$ cat config.mk
export PLATFORM = sky130hd
export DESIGN_NAME = mixer_sample_sequencer
export DESIGN_NICKNAME = d
export VERILOG_FILES = /design/src/rtl/mixer_sample_sequencer.sv
export SDC_FILE = /design/constraint.sdc
export NUM_CORES = 1
export LEC_CHECK = 0
export BUFFER_PORTS_ARGS = -buffer_cell sky130_fd_sc_hd__buf_2
export CAP_MARGIN = 15
export CORE_UTILIZATION = 60
export DETAILED_ROUTE_END_ITERATION = 10
export HOLD_SLACK_MARGIN = 0.1
export PLACE_DENSITY = 0.8
export SETUP_SLACK_MARGIN = 0.15
export SLEW_MARGIN = 15
export SYNTH_ARGS = -nofsm -noshare
export SYNTH_HDL_FRONTEND = slang
export SYNTH_SLANG_ARGS = --single-unit
$ cat constraint.sdc
create_clock -name clk -period 8.41 [get_ports clk]
set_input_delay 2.523 -clock clk [delete_from_list [all_inputs] [get_ports clk]]
set_output_delay 2.523 -clock clk [all_outputs]
set_load 0.05 [all_outputs]
$ cat src/rtl/mixer_sample_sequencer.sv
// rtl/mixer_sample_sequencer.sv - sample-rate sequencer for the 4-channel mixer
// Snapshots channel levels on a divider tick, accumulates one channel per clock, emits a saturated sample.
module mixer_sample_sequencer #(
  parameter int SAMPLE_DIV = 256,
  parameter int IN_SHIFT   = 4
) (
  input  logic       clk,
  input  logic       rst,
  input  logic [3:0] in1,
  input  logic [3:0] in2,
  input  logic [3:0] in3,
  input  logic [3:0] in4,
  input  logic [3:0] mute,
  input  logic       vol_wr_en,
  input  logic [1:0] vol_wr_ch,
  input  logic [1:0] vol_wr_data,
  output logic [7:0] sample_out,
  output logic       sample_valid,
  output logic       clip,
  output logic       busy
);

  typedef enum logic [1:0] {
    IDLE = 2'd0,
    ACC  = 2'd1,
    DONE = 2'd2
  } state_t;

  localparam logic [15:0] DIV_LAST = 16'(SAMPLE_DIV - 1);
  localparam logic [1:0]  VOL_FULL = 2'b10;

  state_t      state;
  state_t      state_nxt;
  logic [15:0] div_cnt;
  logic        tick;
  logic        snap;
  logic        acc_step;
  logic        finish;

  logic [3:0]  in_arr  [4];
  logic [1:0]  vol_reg [4];
  logic [3:0]  sh_in   [4];
  logic [1:0]  sh_vol  [4];
  logic [3:0]  sh_mute;
  logic [9:0]  acc;
  logic [1:0]  idx;

  logic [7:0]  ch_val;
  logic [7:0]  scaled;

  assign in_arr[0] = in1;
  assign in_arr[1] = in2;
  assign in_arr[2] = in3;
  assign in_arr[3] = in4;

  // Gray-ordered volume codes: 00=1/4, 01=1/2, 11=3/4, 10=full.
  function automatic logic [7:0] vol_scale(input logic [7:0] v, input logic [1:0] code);
    logic [7:0] r;
    case (code)
      2'b00:   r = v >> 2;
      2'b01:   r = v >> 1;
      2'b11:   r = (v >> 1) + (v >> 2);
      default: r = v;
    endcase
    return r;
  endfunction

  // Free-running sample-rate divider; independent of the sequencer state.
  assign tick = (div_cnt == DIV_LAST);

  always_ff @(posedge clk) begin
    if (rst) begin
      div_cnt <= '0;
    end else if (tick) begin
      div_cnt <= '0;
    end else begin
      div_cnt <= div_cnt + 16'd1;
    end
  end

  always_ff @(posedge clk) begin
    if (rst) begin
      for (int i = 0; i < 4; i++) begin
        vol_reg[i] <= VOL_FULL;
      end
    end else if (vol_wr_en) begin
      vol_reg[vol_wr_ch] <= vol_wr_data;
    end
  end

  always_ff @(posedge clk) begin
    if (rst) begin
      state <= IDLE;
    end else begin
      state <= state_nxt;
    end
  end

  // A tick seen outside IDLE is dropped rather than restarting the sample.
  always_comb begin
    state_nxt = state;
    snap      = 1'b0;
    acc_step  = 1'b0;
    finish    = 1'b0;
    case (state)
      IDLE: begin
        if (tick) begin
          snap      = 1'b1;
          state_nxt = ACC;
        end
      end
      ACC: begin
        acc_step = 1'b1;
        if (idx == 2'd3) begin
          state_nxt = DONE;
        end
      end
      DONE: begin
        finish    = 1'b1;
        state_nxt = IDLE;
      end
      default: state_nxt = IDLE;
    endcase
  end

  assign ch_val = {4'b0000, sh_in[idx]} << IN_SHIFT;
  assign scaled = sh_mute[idx] ? 8'd0 : vol_scale(ch_val, sh_vol[idx]);

  always_ff @(posedge clk) begin
    if (rst) begin
      for (int i = 0; i < 4; i++) begin
        sh_in[i]  <= '0;
        sh_vol[i] <= VOL_FULL;
      end
      sh_mute <= '0;
      acc     <= '0;
      idx     <= '0;
    end else if (snap) begin
      for (int i = 0; i < 4; i++) begin
        sh_in[i]  <= in_arr[i];
        sh_vol[i] <= vol_reg[i];
      end
      sh_mute <= mute;
      acc     <= '0;
      idx     <= '0;
    end else if (acc_step) begin
      acc <= acc + {2'b00, scaled};
      idx <= idx + 2'd1;
    end
  end

  always_ff @(posedge clk) begin
    if (rst) begin
      sample_out   <= '0;
      sample_valid <= 1'b0;
      clip         <= 1'b0;
    end else begin
      sample_valid <= finish;
      clip         <= finish && (acc > 10'd255);
      if (finish) begin
        sample_out <= (acc > 10'd255) ? 8'hFF : acc[7:0];
      end
    end
  end

  assign busy = (state != IDLE);

endmodule
Yosys cells after proc, flatten, opt, wreduce, memory -nomap -nowiden --
Memories as Yosys holds them, arrays and structs flattened. A register that Yosys moved wholly into a read port is not among the register bits. Index checks and enable logic that the tools add are counted. W data, S select, Z words.
Storage, ports and cells: output and inout port bits 11, bits in registers 44, bits in writable memories 32, memories 3, input bits 27, word-level logic and storage cells 76
Memory list:
- sh_in | words 4, bits a word 4, read ports 1, clocked after Yosys merged registers in 1, wr ports 4, RTL line 42 | logic [3:0] sh_in [4];
- sh_vol | words 4, bits a word 2, read ports 1, clocked after Yosys merged registers in 1, wr ports 4, RTL line 43 | logic [1:0] sh_vol [4];
- vol_reg | words 4, bits a word 2, read ports 4, clocked after Yosys merged registers in 0, wr ports 4, RTL line 41 | logic [1:0] vol_reg [4];
Operators by class: reductions and logical operators 8, add/sub/neg operators 4, mux-type cells 35, order comparisons 2, bitwise logic cells 8, equality and inequality tests 8
Operators by type and width (count):
- $mux W2 | 12
- $pmux W8 S3 | 1
- $add A16 B1 Y16 const B | 1
- $eq A16 B8 Y1 const B | 1
- $mux W4 | 4
- $mux W8 | 2
- $mux W1 | 14
- $add A10 B8 Y10 | 1
- $gt A10 B8 Y1 const B | 1
- $add A7 B6 Y8 | 1
- $or A1 B1 Y1 | 8
- $eq A2 B2 Y1 const B | 3
- $reduce_or A2 Y1 | 3
- $eq A2 B1 Y1 const B | 2
- $logic_not A2 Y1 | 2
- $ne A2 B2 Y1 const B | 2
- $pmux W2 S2 | 1
- $lt A2 B3 Y1 const B | 1
- $add A2 B1 Y2 const B | 1
- $bmux W1 S2 | 1
- $reduce_and A2 Y1 | 1
- $reduce_bool A2 Y1 | 1
- $logic_and A1 B1 Y1 | 1

Depth between registers and ports, before layout --
Gate-level depths: netlist (run 1).
depth in word-level cells 7, gate-level depth with buffers 15, mapped depth without buffers 14

Worst setup path after synthesis (run 1) --
Ideal clock, no wire load.
path type input to register, from input port rst, to memory vol_reg[1][0] (enable), stages on the path 3, arrival time 3201 ps, path buffers 2, path slack 4914 ps, library setup time 295 ps, data required time 8115 ps, cell sequence clkbuf_1 -> buf_1 -> a21o_1
RTL lines:
- start: declaration | RTL line 8 | input logic rst,
- end: declaration | RTL line 41

==> results.tsv, run 1 <==
stage	metric	value	unit
final_layout	nFillCells	430	
yosys	synth-edff-count	32	
floorplanning	die_x	78.8	um
critical_path	timing_worst_setup_path_type	reg2reg	
final_layout	nNetsFinal	398	
placement	portBuffers	37	
drt	firstDrtPassIters	4	
hold_path	hold_class	reg2reg	
yosys	netlist_area	3540	um2
timing	slew_headroom	48.4	%
clock_network	cts_tree	yes	
placement	post_dp_cell_area	3730	um2
clock_network	cts_buffers	9	
critical_path	critical_path_required	8.65	ns
drt	viasPerCell	5.60	
timing	slew_viol_final	0	
timing	fin_skew	0.0103	ns
floorplanning	fp.coreArea	5610	um2
clock_network	root_buffer	clkbuf_8	
yosys	mappedNetlistNets	363	
drt	ant_nets	0	
yosys	synth_top_area_share	27.2	%
floorplanning	initial_core_util	63.1	%
global_routing	use_met2	36.8	%
final_layout	drive_above_1_share	18.5	%
timing	fin_tns_setup	0	ns
critical_path	cp_num_buf_inv	1	
floorplanning	dieArea	6210	um2
global_routing	grt_use_met1	25.9	%
clock_network	clockBufferDepth	2	
timing	period_share	45.2	%
drt	drt_iter0_markers	131	
final_layout	final_common_cell	dfxtp_1	
critical_path	arrival	4.04	ns
global_routing	grt_pass1_wl	10200	um
critical_path	critPathMaxStageDelay	0.70	ns
yosys	postSynthCellCount	322	
floorplanning	dieHeight	78.8	um
placement	globalplace.congestion	0.757	
global_routing	antenna_found_initial	0	
yosys	synth-seq-area-share	51.5	%
drt	route.detailed.drc	0	
status	status	finished clean	
final_layout	largestRegisters	div_cnt (16), sh_in (16)	
floorplanning	rows	27	
clock_network	holdBufCountCts	0	
critical_path	start_kind	flip-flop	
global_routing	grt.busiest_layer	met2	
final_layout	layout_common_cells	43 x dfxtp_1, 38 x nor2_1, 37 x buf_2	
pwr	power_density	175	nW/um2
global_routing	gr-total-overflow	0	
yosys	ys_async_sr_fraction	0	%
pwr	power.leakage	1.59	nW
global_routing	grt_pass1_vias	2297	
clock_network	cts_resized	0	
yosys	synth_warnings	0	
final_layout	design_area	3940	um2
timing	max_freq	263	MHz
yosys	synth-main-ff-cell	dfxtp_1	
run	drv_cap	0	
timing	rsz0062_at_grt	false	
clock_network	clock_latency	0.35	ns
clock_network	cts_setup_buffers	0	
critical_path	crit_family	compound AO/OA/AOI/OAI gates	
drt	dr_total_vias	2431	
yosys	synth_cell_types	53	
critical_path	path_common_cell	ha_1	
timing	fin_crit	3.80	ns
clock_network	htree_levels	3	
timing	timing.final.hold_violations	0	
final_layout	regArea	1820	um2
critical_path	setup.worst_path.end_class	flip-flop	
global_routing	gr-usage-met3	5.75	%
timing	final-setup-viol-count	0	
critical_path	crit_fanout	6	
drt	routed_wl	6210	um
placement	dp_hpwl	4410	um
yosys	synth.area.top_cells	edfxtp_1 27%, dfxtp_1 24%, mux4_2 4.5%	
global_routing	grt_max_degree	35	
clock_network	cts.sinks	75	
final_layout	area_delta_synth_final	11.2	%
final_layout	diodes	0	
critical_path	slowest_stage	mux4_1	
clock_network	clk_pin_slew	0.08	ns
floorplanning	num_io_pins	38	
pwr	ir_drop	0.000119	V
yosys	syn_area_per_cell	11.0	um2
final_layout	multi_input_area	1580	um2
drt	wl_per_cell	14.3	um
yosys	synth-seq-cells	75	
global_routing	gr-usage-all-layers	21.7	%
timing	tightestPinTransition	0.772	ns
critical_path	crit_chain	mux4_1 -> ha_1 -> inv_1 -> fa_1 -> xnor2_1 -> nand2_1 -> o21ai_0 -> a211oi_1 -> ha_1 -> and2_1 -> a311o_1 -> o31ai_1 -> xor2_1 -> nor2_1	
yosys	yosys.area.top_type	edfxtp_1	
synthesized netlist by cell type (2+ instances only):
cell       instances
a31o_2             2
buf_2              2
a21oi_1           11
o21ai_0            4
a21o_1             5
edfxtp_1          32
fa_1               2
a22o_1             4
a31oi_1            2
o22ai_1            6
nand2b_1           7
xor2_1             8
nor2b_1            7
or2_2              2
inv_1             13
and2_1            22
nor3_1             4
clkbuf_1           5
or3_1              2
ha_1              12
nand4_1            2
buf_4              2
a2111oi_0          2
nor3b_1            4
buf_6              3
nand3_1            7
dfxtp_1           43
mux4_2             7
xnor2_1           13
nor2_1            38
nand2_1           18
and4_1             6
a211oi_1           2
nor4_1             4
kinds of logic after synthesis:
family                     share of synthesized area, %
buffers and inverters                              3.82
AOI/OAI and AO/OA                                  8.45
xor gates and xnor gates                           5.20
adders and majority gates                          5.37
DFF                                                51.5
and+or+nand+nor                                    20.2
muxes                                              5.52
per-layer routing:
metal  routed length [um]  vias to the layer above
li1                     -                     1215
met1                 2800                     1164
met2                 3090                       42
met3                  209                       10
met4                  100                        0
met5                    0                        -
metrics by stage:
step | worst slack (ns) | total power [W] | hold WS [ns] | utilization [%] | instances
floorplan | 4.91 | 0.000422 | 0.430 | - | 322
global placement | 4.16 | 0.000433 | 0.444 | 66.5 | 417
detailed placement | 4.10 | 0.000435 | 0.460 | 66.5 | 417
CTS | 4.48 | 0.000688 | 0.478 | 69.7 | 433
global route | 4.40 | 0.000712 | 0.512 | 70.2 | 434
finish | 4.61 | 0.000687 | 0.469 | 70.2 | 434
final timing paths:
| path | from | endpoint | slack [ns] | cells past startpoint |
|---|---|---|---|---|
| worst max-delay path | flip-flop | acc[9] | 4.61 | 14 |
| worst min-delay path | div_cnt[0] | div_cnt[0] | 0.47 | 1 |
| worst max register to register | flip-flop | acc[9] | 4.61 | 14 |
| worst min register to register | div_cnt[0] | div_cnt[0] | 0.47 | 1 |
layout make-up:
type / instances / share of cell area [%]
flip-flops and latches: 75 / 46.3
multi-input cells: 220 / 40.2
repair buffers: 38 / 5.40
clock buffers: 12 / 4.01
well taps: 72 / 2.29
inverters: 13 / 1.24
clock inverters: 4 / 0.604
where the power goes:
group	switching [W]	internal, W	leakage [nW]
logic	0.0000200	0.0000172	0.833
clock network	0.000135	0.000126	0.0982
registers	0.00000370	0.000387	0.659
total	0.000158	0.000529	1.59
worst reg2reg max path, stage by stage (launching register included):
cell	delay, ns
dfxtp_1	0.57
mux4_1	0.70
ha_1	0.24
inv_1	0.07
fa_1	0.22
xnor2_1	0.09
nand2_1	0.06
o21ai_0	0.08
a211oi_1	0.30
ha_1	0.33
and2_1	0.18
a311o_1	0.35
o31ai_1	0.26
xor2_1	0.19
nor2_1	0.05
(Power assumes the default switching activity.)
==> run 2, diff against run 1 <==
Settings changed: CORE_UTILIZATION 60 to 53, PLACE_DENSITY 0.8 to 0.75.
Clock period 8.41 ns to 3.3 ns, I/O delays scaled along.
==> results.tsv, run 2 (synthesized netlist as in run 1, its figures left out) <==
stage	metric	value	unit
global_routing	grt_max_degree	30	
timing	timing.final.hold_violations	0	
placement	globalplace.congestion	0.837	
global_routing	grt_pass1_wl	11200	um
clock_network	clockBufferDepth	2	
clock_network	cts.sinks	75	
pwr	intPower	0.00154	W
timing	rsz0062_at_grt	true	
final_layout	drive_above_1_share	24.7	%
run	drv_cap	0	
pwr	combPwrFrac	5.4	%
critical_path	ff2ff_setup_slack	-0.01	ns
floorplanning	num_io_pins	38	
pwr	switchingPower	0.000397	W
placement	post_dp_cell_area	3880	um2
final_layout	layout_common_cells	42 x dfxtp_1, 38 x nor2_1, 37 x buf_2	
timing	period_share	100	%
timing	max_freq	302	MHz
floorplanning	initial_core_util	55.4	%
global_routing	gr-total-overflow	0	
critical_path	start_kind	flip-flop	
floorplanning	rows	29	
drt	viasPerCell	5.41	
clock_network	cts_tree	yes	
drt	dr_total_vias	2474	
floorplanning	dieArea	7010	um2
clock_network	holdBufCountCts	0	
floorplanning	fp.coreArea	6390	um2
hold_path	hold_class	reg2reg	
final_layout	nNetsFinal	416	
pwr	p_clk_share	43.1	%
critical_path	critical_path_required	3.53	ns
clock_network	cts_buffers	9	
drt	drt_iter0_markers	107	
timing	tightestPinTransition	0.843	ns
timing	final-setup-viol-count	2	
drt	route.detailed.drc	0	
global_routing	antenna_found_initial	0	
status	violations	negative setup slack	
timing	setup_ws	-0.0140	ns
final_layout	nFillCells	504	
pwr	swShare	20.6	%
clock_network	clock_latency	0.34	ns
clock_network	clk_pin_slew	0.08	ns
timing	slew_viol_final	0	
timing	fin_skew	0.00712	ns
clock_network	root_buffer	clkbuf_8	
final_layout	final_common_cell	dfxtp_1	
pwr	power.leakage	1.69	nW
timing	timing.hold.ws	0.469	ns
global_routing	grt_pass1_vias	2542	
pwr	power_density	465	nW/um2
final_layout	area_delta_synth_final	17.4	%
floorplanning	die_x	83.7	um
drt	routed_wl	6440	um
status	status	finished with violations	
pwr	power_frac_seq	51.4	%
critical_path	crit_fanout	5	
final_layout	largestRegisters	div_cnt (16), sh_in (16)	
drt	wl_per_cell	14.1	um
placement	portBuffers	37	
timing	fin_crit	3.31	ns
timing	slew_headroom	43.7	%
clock_network	htree_levels	3	
drt	firstDrtPassIters	4	
placement	dp_hpwl	4490	um
critical_path	arrival	3.54	ns
final_layout	design_area	4160	um2
global_routing	gr-usage-all-layers	20.1	%
floorplanning	dieHeight	83.7	um
critical_path	timing_worst_setup_path_type	reg2reg	
final_layout	diodes	0	
drt	ant_nets	0	
critical_path	setup.worst_path.end_class	flip-flop	
pwr	ir_drop	0.000339	V
run 2: per-stage QoR:
step / power [W] / instances / setup slack (ns) / utilization [%] / setup TNS, ns
final: 0.00193 / 457 / -0.0140 / 65.1 / -0.0223
after global routing: 0.00200 / 457 / -0.164 / 65.1 / -0.517
after CTS: 0.00195 / 456 / 0.0146 / 64.9 / 0
after detailed placement: 0.00112 / 438 / -0.0697 / 60.8 / -0.140
after global placement: 0.00111 / 438 / -0.00245 / 60.8 / -0.00245
after floorplan: 0.00108 / 322 / 0.133 / - / 0
run 2: timing repair:
action	4_1_cts	5_1_grt
endpoints found under the setup margin	4	4
gates resized for setup	5	3
pin swaps	3	5
buffers inserted	2	1
run 2: path summary, 6_finish.rpt:
kind | start | end | depth (start not counted)
worst max-delay path | flip-flop | acc[9] | 13
worst min-delay path | div_cnt[0] | div_cnt[0] | 1
worst max register to register | flip-flop | acc[9] | 13
worst min register to register | div_cnt[0] | div_cnt[0] | 1
run 2: routing by layer:
layer	part of all wire, %	global-route usage (%)
met5	0	0
met3	3.4	4.45
met4	1.7	7.86
met2	51	35.0
met1	44	24.0
run 2: cell type report:
class | count | area, um2 | share of cell area [%]
clock buffers | 9 | 124 | 2.98
well taps | 77 | 96.3 | 2.32
inverters | 13 | 48.8 | 1.17
multi-input cells | 220 | 1620 | 38.9
repair buffers | 56 | 328 | 7.89
clock inverters | 7 | 115 | 2.77
flip-flops and latches | 75 | 1830 | 43.9
run 2: worst max-delay path: stages (launching register included):
cell and delay (ns):
dfxtp_4 0.38, mux4_2 0.41, ha_4 0.15, inv_2 0.03
fa_2 0.50, inv_1 0.04, mux4_2 0.46, nor2b_4 0.15
ha_4 0.16, and2_4 0.13, a311o_1 0.31, o31ai_2 0.23
xor2_1 0.18, nor2_1 0.06
run 2: power by group through the flow:
stage	combinational, W	clock, W	sequential, W
floorplan	0.0000633	0	0.00101
global placement	0.0000971	0	0.00102
detailed placement	0.000101	0	0.00102
CTS	0.000103	0.000850	0.000994
global route	0.000117	0.000885	0.000996
finish	0.000105	0.000834	0.000994
